File: config.mk
export PLATFORM = sky130hd
export DESIGN_NAME = pipe_stage_elastic
export DESIGN_NICKNAME = d
export VERILOG_FILES = /design/src/rtl/pipe_pkg.sv /design/src/rtl/pipe_stage_elastic.sv
export SDC_FILE = /design/constraint.sdc
export NUM_CORES = 1
export LEC_CHECK = 0
export BUFFER_PORTS_ARGS = -buffer_cell sky130_fd_sc_hd__buf_2
export CORE_UTILIZATION = 56
export CTS_BUF_LIST = sky130_fd_sc_hd__clkbuf_2
export CTS_CLUSTER_DIAMETER = 200
export DETAILED_ROUTE_END_ITERATION = 16
export PLACE_DENSITY = 0.94
export SKIP_LAST_GASP = 1
export SYNTH_ARGS = -nofsm -noshare
export SYNTH_HDL_FRONTEND = slang
export SYNTH_SLANG_ARGS = --single-unit
File: constraint.sdc
create_clock -name clk -period 2.77 [get_ports clk]
set_input_delay 0.554 -clock clk [delete_from_list [all_inputs] [get_ports clk]]
set_output_delay 0.554 -clock clk [all_outputs]
set_load 0.02 [all_outputs]
File: src/rtl/pipe_pkg.sv
// Shared rv64I pipeline types: stage-register payload layout and elastic stage occupancy.
package pipe_pkg;

  localparam int PC_W          = 64;
  localparam int INSTR_W       = 32;
  localparam int COMMIT_INFO_W = 161;

  typedef logic [COMMIT_INFO_W-1:0] commit_info_t;

  typedef struct packed {
    logic [PC_W-1:0]    pc;
    logic [INSTR_W-1:0] instr;
    commit_info_t       commit_info;
  } regD_payload_t;

  localparam int REGD_W = $bits(regD_payload_t);

  // Encoding doubles as the occupancy count.
  typedef enum logic [1:0] {
    ST_EMPTY = 2'd0,
    ST_ONE   = 2'd1,
    ST_TWO   = 2'd2
  } occ_state_e;

endpackage

File: src/rtl/pipe_stage_elastic.sv
// Elastic pipeline stage: main entry plus skid entry under valid/ready, with
// legacy stall/flush so hazard logic connects to it like a plain stage register.
module pipe_stage_elastic
  import pipe_pkg::*;
#(
  parameter int                DATA_W       = REGD_W,
  parameter logic [DATA_W-1:0] RESET_VAL    = '0,
  parameter bit                ZERO_INVALID = 1'b1
) (
  input  logic              clk,
  input  logic              rst,
  input  logic              flush,
  input  logic              stall,
  input  logic              in_valid,
  output logic              in_ready,
  input  logic [DATA_W-1:0] in_data,
  output logic              out_valid,
  input  logic              out_ready,
  output logic [DATA_W-1:0] out_data,
  output logic [1:0]        occ
);

  occ_state_e        state_q, state_d;
  logic [DATA_W-1:0] main_d_q, main_d_d;
  logic [DATA_W-1:0] skid_d_q, skid_d_d;
  logic              in_ready_q, in_ready_d;
  logic              main_v, push, pop;

  assign main_v = (state_q != ST_EMPTY);
  assign push   = in_valid & in_ready_q;
  assign pop    = main_v & out_ready & ~stall;

  always_comb begin
    state_d  = state_q;
    main_d_d = main_d_q;
    skid_d_d = skid_d_q;
    if (flush) begin
      state_d  = ST_EMPTY;
      main_d_d = RESET_VAL;
      skid_d_d = RESET_VAL;
    end else begin
      case (state_q)
        ST_EMPTY: begin
          if (push) begin
            main_d_d = in_data;
            state_d  = ST_ONE;
          end
        end
        ST_ONE: begin
          if (push && pop) begin
            main_d_d = in_data;
          end else if (push) begin
            skid_d_d = in_data;
            state_d  = ST_TWO;
          end else if (pop) begin
            // Bubble carries RESET_VAL, matching legacy NOP insertion.
            if (ZERO_INVALID) main_d_d = RESET_VAL;
            state_d = ST_EMPTY;
          end
        end
        ST_TWO: begin
          if (pop) begin
            main_d_d = skid_d_q;
            skid_d_d = RESET_VAL;
            state_d  = ST_ONE;
          end
        end
        default: state_d = ST_EMPTY;
      endcase
    end
  end

  // in_ready is registered from next state: no path from out_ready/stall.
  assign in_ready_d = (state_d != ST_TWO);

  always_ff @(posedge clk) begin
    if (rst) begin
      state_q    <= ST_EMPTY;
      main_d_q   <= RESET_VAL;
      skid_d_q   <= RESET_VAL;
      in_ready_q <= 1'b1;
    end else begin
      state_q    <= state_d;
      main_d_q   <= main_d_d;
      skid_d_q   <= skid_d_d;
      in_ready_q <= in_ready_d;
    end
  end

  assign in_ready  = in_ready_q;
  assign out_valid = main_v;
  assign out_data  = (ZERO_INVALID && !main_v) ? RESET_VAL : main_d_q;
  assign occ       = state_q;

endmodule

==> results.md, run 1 <==
- The placed instances occupy a cell area of about 26,000 um2.
- The total instance count after detailed placement is about 3,500.
- The fraction of post-synthesis cell area in the top cell type by area is around 44%.
- The count of H-tree levels built during CTS is 4.
- In this run, synthesis produced a sequential element count of 517.
- A synthesized cell averages 8.77 um2.
- Entering global routing, the biggest net connects roughly 150 pins.
- Counting the buffers created by CTS gives 130.
- The effective utilization at floorplan is approximately 57%.
- The cell area after synthesis is roughly 23,000 um2.
- The Yosys step of the flow raised 0 warnings.
- For this design the top-level I/O count stands at about 520.
- In this run the tool buffered the top-level ports with about 520 buffer cells.
- The number of clock sinks is about 520.
- At the end of routability-driven placement, the weighted congestion stood at roughly 0.85.
- The last flow stage reached is global routing (5_1_grt).
- Counting distinct cell types in the post-synthesis netlist gives 31.
- Among all cell types in the netlist, the one instantiated most often is sky130_fd_sc_hd__dfxtp_1.
- The leading area contributor after synthesis is sky130_fd_sc_hd__dfxtp_1.
- The endpoint pin with the least setup slack after global-route repair is out_data[5].
- The run stopped with a tool error.
- The part of the Yosys area used for sequential elements is between 40 and 50%.
- The die is 206 um wide.
- After the last repair the worst path ends at a top-level output.
- The share of synthesized registers carrying an async set or reset is 0%.
- The maximum number of buffers from clock root to sink is 3.
- The commonest cells after synthesis are sky130_fd_sc_hd__dfxtp_1 (517), sky130_fd_sc_hd__nand3_1 (516), sky130_fd_sc_hd__a22oi_1 (314).
- Synthesis produced 2,663 cells.
- The total nets after synthesis is approximately 2,900.
- The first error in the log reads "[ERROR GRT-0232] Routing congestion too high. Check the congestion heatmap in the GUI".
- The aggregate global routing overflow is 45.
- The total routing usage reported by global routing is about 69%.
- The row count is 74.
- The y dimension of the die is 206 um.
- Yosys attributes the largest share of cell area to sky130_fd_sc_hd__dfxtp_1 (44%), sky130_fd_sc_hd__nand3_1 (11%), sky130_fd_sc_hd__a22oi_2 (11%).
- The predominant post-synthesis flop cell is sky130_fd_sc_hd__dfxtp_1.
- The post-detailed-placement half-perimeter wirelength is about 44,000 um.
- The tree is rooted in a sky130_fd_sc_hd__clkbuf_2.
- The number of enable-type register cells in the synthesized netlist is 0.
[kinds of logic after synthesis]
logic type	Yosys count	share of synthesized area [%]
adders and majority gates	5	0.268
xor gates and xnor gates	1	0.0375
buffers and inverters	319	6.42
AOI/OAI and AO/OA	779	26.6
DFF	517	44.3
and+or+nand+nor	1042	22.4
[through the flow]
stage | setup slack (ns) | hold WS (ns)
CTS | -0.274 | 0.177
detailed placement | 0.199 | 0.446
global placement | 0.268 | 0.441
floorplan | 0.237 | 0.433
[routing by layer]
metal  overflow  GRT usage (%)
met1          1           68.6
met2         15           83.1
met3          2           60.1
met4         27           67.5
met5          0           24.0
[repair_timing]
item / 4_1_cts
hold buffers: 261
setup endpoints to repair: 258
buffers inserted: 12
gates cloned: 20
pin swaps: 1
endpoints found under the hold margin: 517
resized for setup: 400
==> inputs of run 2 (changes only) <==
CORE_UTILIZATION = 40   (was 56)
CTS_BUF_LIST = unset   (was sky130_fd_sc_hd__clkbuf_2)
CTS_CLUSTER_DIAMETER = unset   (was 200)
PLACE_DENSITY = unset   (was 0.94)
PLACE_DENSITY_LB_ADDON = 0.15   (was unset)
==> results.md, run 2 <==
- The share of layout cells above drive strength 1 is between 20 and 30%.
- The terminating pin of the worst hold path is skid_d_q[251].
- The largest fanout on the critical path is 108.
- The headroom to the max-slew limit is a little over a third.
- The post-synthesis average cell area is 8.77 um2 (unchanged).
- The endpoint identified for the worst register-to-register timing path is main_d_q[55].
- Global routing finished with a remaining overflow of 0.
- The final core area utilization is roughly half.
- The most frequent standard cell in the layout excluding fill and tap cells is sky130_fd_sc_hd__buf_2.
- STA classifies the critical path startpoint as a flip-flop.
- The instance area after placement is 26,700 um2 (+1.9%).
- The count of mapped cells out of synthesis is 2,663 (unchanged).
- Summed over all layers, the routed wires come to between 80,000 and 90,000 um.
- The number of warnings reported in the yosys synthesis log is 0 (unchanged).
- The share of the clock period used by the worst path is 102%.
- At the later pin of the worst-skew pair, clock insertion delay measures about 0.6 ns.
- The worst-case setup slack after placement is 0.204 ns (+0.00539 ns).
- The number of enable-type register cells in the synthesized netlist is 0 (unchanged).
- The area growth from synthesis to final layout is 22.8%.
- The max-slew violation count came to 0.
- The number of cells traversed by the worst register-to-register path is 8.
- The wire length per cell is about 21 um.
- The highest clock rate is around 0.35 GHz.
- The total count of hold-check failures in the final report is 0.
- The die covers slightly below 60,000 um2.
- Detailed routing inserted a total of 22,300 vias.
- The final reports fail on negative setup slack.
- The required time at the worst-slack endpoint is around 2.2 ns.
- The filler cells instantiated in the layout total roughly 5,500.
- The top cell family by delay on the critical path is buffers and inverters.
- The leading cell type by number of instances after synthesis is sky130_fd_sc_hd__dfxtp_1.
- By area the synthesized netlist is led by sky130_fd_sc_hd__dfxtp_1 (44%), sky130_fd_sc_hd__nand3_1 (11%), sky130_fd_sc_hd__a22oi_2 (11%).
- The final layout contains around 3,300 nets.
- Traced cell by cell, the critical path runs through inv_1, ha_4, buf_4, buf_16, nor2b_1, buf_2.
- The final worst hold slack is between 0.2 and 0.25 ns.
- The core box area is 57,700 um2.
- The clock edge transition at the registers on the reported setup and hold paths is 0.06 ns.
- The predominant post-synthesis flop cell is sky130_fd_sc_hd__dfxtp_1.
- The commonest cells after synthesis are sky130_fd_sc_hd__dfxtp_1 (517), sky130_fd_sc_hd__nand3_1 (516), sky130_fd_sc_hd__a22oi_1 (314).
- After routing the design area is 28,700 um2.
- The max-cap check violation count is 0.
- By startpoint and endpoint, the worst setup path is classified as reg2out.
- The row count came to 88 (+19%).
- Setup repair after global routing could not meet its margin everywhere.
- The total routing usage reported by global routing is roughly 26%.
- The critical path arrival is ~2.3 ns.
- The fraction of post-synthesis cell area in the top cell type by area is 44.3% (unchanged).
- The effective utilization at floorplan came to 40.5% (-16 points).
- After detailed routing, the number of vias per cell comes to 5.81.
- The flow ran to the end, but the final reports show violations.
- The endpoint type of the worst setup path is an output port.
- The I/O pin count is 524 (unchanged).
- In the post-route analysis, the smallest setup slack over all paths is -0.0589 ns.
- The first detailed-routing pass ran for 7 iterations.
- The number of CTS-inserted buffers is 56 (-57%).
- The worst min-delay path class is in2reg.
- The total nets after synthesis came to 2,931 (unchanged).
- The TritonCTS clock tree is done.
- The measured slew at the worst slew-check pin is just under 1 ns.
- In the final layout, the multi-input gates occupy 11,600 um2.
- The sequential cell area is a little over 10,000 um2.
- The count of buffers inserted at the top-level ports is 523 (unchanged).
- The maximum number of pins on one net before global-route repair is ~130.
- The total of flip-flops plus latches after synthesis is 517 (unchanged).
- Summed over all failing endpoints, the final setup total negative slack is -0.500 ns.
- The share of synthesized registers carrying an async set or reset is 0% (unchanged).
- The maximum number of buffers from clock root to sink came to 3 (unchanged).
- The number of distinct library cell variants in the gate-level netlist after synthesis is 31 (unchanged).
- The highest ir drop seen on vdd is 0.474 mV.
- The leakage power figure is 0.0110 uW.
- The number of nets still failing antenna checks after routing is 0.
- The count of H-tree levels built during CTS was 2 (-2).
- The power density of the placed cells is 617 nW/um2.
- The leading area contributor after synthesis is sky130_fd_sc_hd__dfxtp_1.
- The post-detailed-placement half-perimeter wirelength is 48,000 um (+9.0%).
- The clock skew after layout is 0.0144 ns.
- The number of global-route vias before repair was about 21,000.
- The cell sitting at the root of the clock tree is a sky130_fd_sc_hd__clkbuf_16.
- The die extent in x is 244 um (+18%).
- The clock period minus worst slack is 2.83 ns.
- The first global-routing pass estimated about 120,000 um of wire.
- The worst hold path depth is 3.
- The cell area after synthesis came to 23,400 um2 (unchanged).
- Leaving out fill and tap cells, the most frequent cells in the layout are sky130_fd_sc_hd__buf_2 (523), sky130_fd_sc_hd__dfxtp_1 (517), sky130_fd_sc_hd__nand3_1 (515), sky130_fd_sc_hd__a22oi_1 (314), sky130_fd_sc_hd__nand2_1 (258).
- The number of clock sinks is 517 (unchanged).
- The buffer and inverter count on the worst path is 4.
- The number of antenna violations at the first check in global routing came to 24.
- The DRC marker count from the first detailed-route iteration is 1,838.
- The register-to-register path setup slack is ~0.030 ns.
- The final weighted congestion in routability-driven placement is 0.820 (-3.3%).
- The worst hold path begins at in_data[251].
- The part of the Yosys area used for sequential elements is 44.3% (unchanged).
- Setup violations remaining at the end of the flow were counted as 18.
- In the routed design, unresolved DRC markers number 0.
- The y dimension of the die was 244 um (+18%).
- The delay of the slowest cell on the worst path is 0.34 ns.
- For this design, the slowest cell found on the critical path is sky130_fd_sc_hd__nor2b_1.
- The startpoint identified for the worst register-to-register timing path is occ[0].
-- run 2: cell counts after synthesis --
No cell type changed its count.
-- run 2: layer usage --
layer	vias up	global-route usage (%)	wire length, um
met5	-	0	124
met4	20	7.65	1790
met3	118	5.12	5980
met2	872	40.7	37900
met1	10900	34.8	34600
li1	10300	-	-
-- run 2: cell type report --
type                    count  area share (%)
multi-input cells        1827            40.4
well taps                 765            3.34
clock buffers              88            6.01
inverters                   4          0.0698
clock inverters            13           0.672
diodes                     16           0.140
repair buffers            598            13.2
flip-flops and latches    517            36.1
-- run 2: cell families (layout without fill, tap and decap cells) --
| logic type | after synthesis | after routing | share of synthesized area, % |
|---|---|---|---|
| simple gates | 1042 | 1042 | 22.4 |
| other cells | 0 | 16 | 0 |
| xor+xnor | 1 | 1 | 0.0375 |
| fa+ha+maj | 5 | 5 | 0.268 |
| buf+inv | 319 | 703 | 6.42 |
| flops | 517 | 517 | 44.3 |
| compound gates | 779 | 779 | 26.6 |
-- run 2: worst register-to-register path: stages, from the launching register on --
cell                      delay [ns]
sky130_fd_sc_hd__dfxtp_1        0.32
sky130_fd_sc_hd__inv_1          0.09
sky130_fd_sc_hd__ha_4           0.18
sky130_fd_sc_hd__or3b_1         0.49
sky130_fd_sc_hd__buf_4          0.21
sky130_fd_sc_hd__o31a_2         0.14
sky130_fd_sc_hd__or3_4          0.38
sky130_fd_sc_hd__buf_12         0.21
sky130_fd_sc_hd__a22oi_2        0.63
-- run 2: through the flow --
step           std cells  power (uW)
2_1_floorplan       2663        9280
3_3_place_gp        3711       10000
3_5_place_dp        3711       10000
4_1_cts             3812       17800
5_1_grt             3823       18300
6_report            3828       17700
-- run 2: what timing repair did --
action	in CTS	in global routing
setup endpoints to repair	80	98
buffers inserted	0	0
hold endpoints to repair	0	0
gates resized for setup	2	10
pin swaps	0	0
hold buffers	0	0
-- run 2: where the power goes --
| part | switching, uW | internal (uW) |
|---|---|---|
| logic | 1230 | 800 |
| clock network | 3090 | 4700 |
| registers | 137 | 7730 |
| total | 4460 | 13200 |
-- run 2: worst max-delay path by stage --
stage	endpoint	depth (start not counted)	startpoint	slack, ns
6_report	out_data[8]	6	occ[0]	-0.06
5_1_grt	out_data[8]	6	occ[0]	-0.09
4_1_cts	out_data[31]	6	occ[0]	-0.02
3_5_place_dp	main_d_q[25]	7	stall	0.20
3_3_place_gp	main_d_q[21]	7	stall	0.23
2_1_floorplan	skid_d_q[36]	11	occ[0]	0.24
Power figures use the tool's default switching activity.
==> inputs of run 3 (changes only) <==
ABC_AREA = 1   (was unset)
BUFFER_PORTS_ARGS = unset   (was -buffer_cell sky130_fd_sc_hd__buf_2)
DONT_BUFFER_PORTS = 1   (was unset)
==> results.md, run 3 <==
- The via density per instance is 4.62 (-21%).
- The number of antenna violations at the first check in global routing is 5 (-79%).
- The headroom to the max-slew limit was 30.6% (-5.1 points).
- The critical path arrival is 2.15 ns (-0.12 ns).
- The DRC marker count from the first detailed-route iteration came to 1,644 (-11%).
- The layout filler cell count is 7,764 (+42%).
- The total vias in the final route is 26,900 (+21%).
- The highest ir drop seen on vdd is 0.439 mV (-7.4%).
- The share of total power in the clock network was 43.5% (-0.5 points).
- The number of global-route vias before repair is 24,000 (+13%).
- The clock latency of the later-clocked register in the worst-skew pair is 0.61 ns (about the same).
- The summed negative setup slack over all endpoints is 0 ns (+0.500 ns).
- The delay of the slowest cell on the worst path came to 0.47 ns (+0.13 ns).
- The final cell count without fillers came to 5,836 (+52%).
- The max-cap check violation count is 0 (unchanged).
- The number of nets still failing antenna checks after routing is 0 (unchanged).
- The number of setup buffers added after CTS was 0 (unchanged).
- The run finished with clean final reports.
- The total net switching power was 5240 uW (+17%).
- The kind of cell with the highest combined delay along the critical path is simple AND/OR/NAND/NOR gates.
- The hold-fix buffer count after cts is 0 (unchanged).
- Leaving out fill and tap cells, the most frequent cell in the layout is sky130_fd_sc_hd__nor2_1.
- For this run, the leading register cell type out of synthesis is sky130_fd_sc_hd__dfxtp_1.
- The wire length reported by the detailed router is 86,900 um (+8.2%).
- The total count of hold-check failures in the final report was 0 (unchanged).
- The total instance count after detailed placement is 5,724 (+54%).
- The instance area after placement came to 29,300 um2 (+9.9%).
- The aggregate global routing overflow was 0 (unchanged).
- The maximum number of pins on one net before global-route repair was 176 (+33%).
- The I/O pin count is 524 (unchanged).
- The post-detailed-placement half-perimeter wirelength is 52,900 um (+10%).
- Setup repair after global routing could not meet its margin everywhere.
- In the synthesized netlist, the cells that appear most often are sky130_fd_sc_hd__nor2_1 (1,546), sky130_fd_sc_hd__nand2_1 (1,303), sky130_fd_sc_hd__inv_1 (779).
- The final worst slack is 0.0610 ns (+0.120 ns).
- The row count is 97 (+10%).
- Traced cell by cell, the critical path runs through inv_1, ha_4, buf_12, nor2_1.
- The sequential share of power is 42.0% (-2.5 points).
- The clock period minus worst slack is 2.71 ns (-0.120 ns).
- The internal power is 13,400 uW (+1.5%).
- The max-slew violation count was 0 (unchanged).
- The part of the Yosys area used for sequential elements came to 36.4% (-7.9 points).
- The maximum number of buffers from clock root to sink is 3 (unchanged).
- The fraction of post-synthesis cell area in the top cell type by area is 36.4% (-7.9 points).
- The cell area after synthesis was 28,400 um2 (+22%).
- The share of synthesized registers carrying an async set or reset is 0% (unchanged).
- The post-layout instance area is 31,400 um2 (+9.3%).
- The core box area was 70,100 um2 (+22%).
- The clock edge transition at the registers on the reported setup and hold paths is 0.06 ns (about the same).
- The leading area contributor after synthesis is sky130_fd_sc_hd__dfxtp_1.
- The worst setup path is captured at an output port.
- The area growth from synthesis to layout is 10.2%.
- Ranked by total cell area, the synthesized netlist is headed by sky130_fd_sc_hd__dfxtp_1 (36%), sky130_fd_sc_hd__nor2_1 (20%), sky130_fd_sc_hd__nand2_1 (17%).
- The wire length of the first global-routing pass is 134,000 um (+8.6%).
- The number of iterations in the first detailed-routing pass came to 5 (-2).
- The net total in the final layout is 5,114 (+56%).
- The total nets after synthesis came to 5,290 (+80%).
- The effective utilization at floorplan is 40.5% (+0.067 points).
- The die extent in x is 269 um (+10%).
- The post-synthesis average cell area was 5.66 um2 (-35%).
- The cell at the root of the clock tree is sky130_fd_sc_hd__clkbuf_16.
- The leakage power figure was 0.0160 uW (+46%).
- The count of buffers inserted at the top-level ports is 0 (-100%).
- The number of setup violations in the final report is 0 (-18).
- The top cell types in the final layout, fill and taps aside, are sky130_fd_sc_hd__nor2_1 (1,546), sky130_fd_sc_hd__nand2_1 (1,301), sky130_fd_sc_hd__inv_1 (779), sky130_fd_sc_hd__dfxtp_1 (517), sky130_fd_sc_hd__nand3_1 (261).
- The part of the power in combinational logic is 14.5% (+3.0 points).
- Yosys instantiated no cell more often than sky130_fd_sc_hd__nor2_1.
- The y dimension of the die is 269 um (+10%).
- The total of flip-flops plus latches after synthesis was 517 (unchanged).
- The power density of the placed cells is 595 nW/um2 (-3.5%).
- The worst min-delay path class is in2reg.
- The final weighted congestion in routability-driven placement came to 0.790 (-3.7%).
- The wire length per cell is 14.9 um (-29%).
- The count of H-tree levels built during CTS came to 2 (unchanged).
- The library cell contributing the largest single delay on the critical path is sky130_fd_sc_hd__nor2_1.
- The worst-case setup slack after placement was 0.389 ns (+0.184 ns).
- The highest clock rate came to 0.369 GHz (+4.4%).
- The number of clock sinks is 517 (unchanged).
- The die area is 72,200 um2 (+22%).
- The share of the clock period used by the worst path is 97.8% (-4.3 points).
- The total routing usage reported by global routing is 23.0% (-2.6 points).
- The measured slew at the worst slew-check pin is 1.04 ns (+0.0761 ns).
- The kind of launch point of the worst setup path is a flip-flop.
- The number of distinct library cell variants in the gate-level netlist after synthesis is 21 (-32%).
- The fraction of power spent switching nets is 28.1% (+2.8 points).
- The number of enable-type register cells in the synthesized netlist came to 0 (unchanged).
- The buffer and inverter count on the worst path is 2 (-2).
- The number of warnings reported in the yosys synthesis log was 0 (unchanged).
- The number of CTS-inserted buffers came to 60 (+7.1%).
- The DRC violation count after routing is 0 (unchanged).
- TritonCTS built the clock tree.
- The critical path is of the reg2out type.
- The largest fanout on the critical path is 67 (-38%).
- The count of mapped cells out of synthesis is 5,022 (+89%).
- The clock skew after layout came to 0.0131 ns (-0.00136 ns).
- The share of layout cells above drive strength 1 is 4.39% (-25 points).
- The required time at the worst-slack endpoint is 2.22 ns (about the same).
run 3: changes by cell type after synthesis, moves of 57 or more:
cell                       before   now
sky130_fd_sc_hd__nor2_1         2  1546
sky130_fd_sc_hd__nand3_1      516   262
sky130_fd_sc_hd__nand2_1      258  1303
sky130_fd_sc_hd__a22oi_1      314     0
sky130_fd_sc_hd__nor2b_1      258     0
sky130_fd_sc_hd__clkbuf_1     199   142
sky130_fd_sc_hd__a22oi_2      200     0
sky130_fd_sc_hd__inv_1          3   779
run 3: final cells by class:
cell class | instances | area [um2] | share of cell area (%)
Antenna cell | 1 | 2.50 | 0.00798
Inverter | 783 | 2960 | 9.45
Clock inverter | 18 | 173 | 0.551
Clock buffer | 93 | 1850 | 5.89
Multi-Input combinational cell | 3382 | 13500 | 43.0
Timing Repair Buffer | 102 | 1350 | 4.30
Tap cell | 940 | 1180 | 3.75
Sequential cell | 517 | 10300 | 33.0
run 3: logic make-up after synthesis:
logic type | after synthesis | share of synthesized area (%)
AND/OR/NAND/NOR | 3116 | 42.4
buffers and inverters | 1123 | 16.4
flip-flops | 517 | 36.4
AO/OA/AOI/OAI | 261 | 4.60
adder cells (fa/ha/maj) | 5 | 0.220
run 3: metal layers:
metal / global-route usage, % / part of all wire [%] / up-vias
met5: 0 / 0.069 / -
met4: 7.83 / 2.9 / 8
met3: 4.32 / 5.7 / 141
met2: 38.1 / 47 / 615
met1: 29.9 / 44 / 12000
li1: - / - / 14200
run 3: power by group through the flow:
stage / clock (uW) / combinational [uW] / sequential, uW
global placement: 0 / 2710 / 8000
CTS: 8340 / 2730 / 7850
finish: 8120 / 2710 / 7850
global route: 8630 / 3100 / 7880
floorplan: 0 / 2080 / 7990
detailed placement: 0 / 2710 / 8010
run 3: metrics by stage:
step                      total power (uW)  utilization, %  hold WS [ns]
after floorplan                      10100               -         0.489
after global placement               10700            41.8         0.498
after detailed placement             10700            41.8         0.498
after CTS                            18900            44.7        0.0657
after global routing                 19600            44.7        0.0998
final                                18700            44.7         0.115
run 3: worst register-to-register path: cells and delay by family, from the launching register on:
family | cells | cell delay (ns)
and+or+nand+nor | 7 | 1.02
buffers and inverters | 2 | 0.70
adders and majority gates | 1 | 0.32
DFF | 1 | 0.30
run 3: final timing paths:
kind / start / to / cells past startpoint / slack (ns)
setup reg to reg: occ[0] / main_d_q[63] / 10 / 0.32
hold / removal: flush / in_ready / 3 / 0.12
hold reg to reg: skid_d_q[87] / skid_d_q[87] / 4 / 0.51
setup / recovery: occ[1] / out_data[178] / 4 / 0.06
run 3: what timing repair did:
| item | 4_1_cts | 5_1_grt |
|---|---|---|
| setup endpoints to repair | 57 | 6 |
| gates resized for setup | 1 | 1 |
| pin swaps | 0 | 0 |
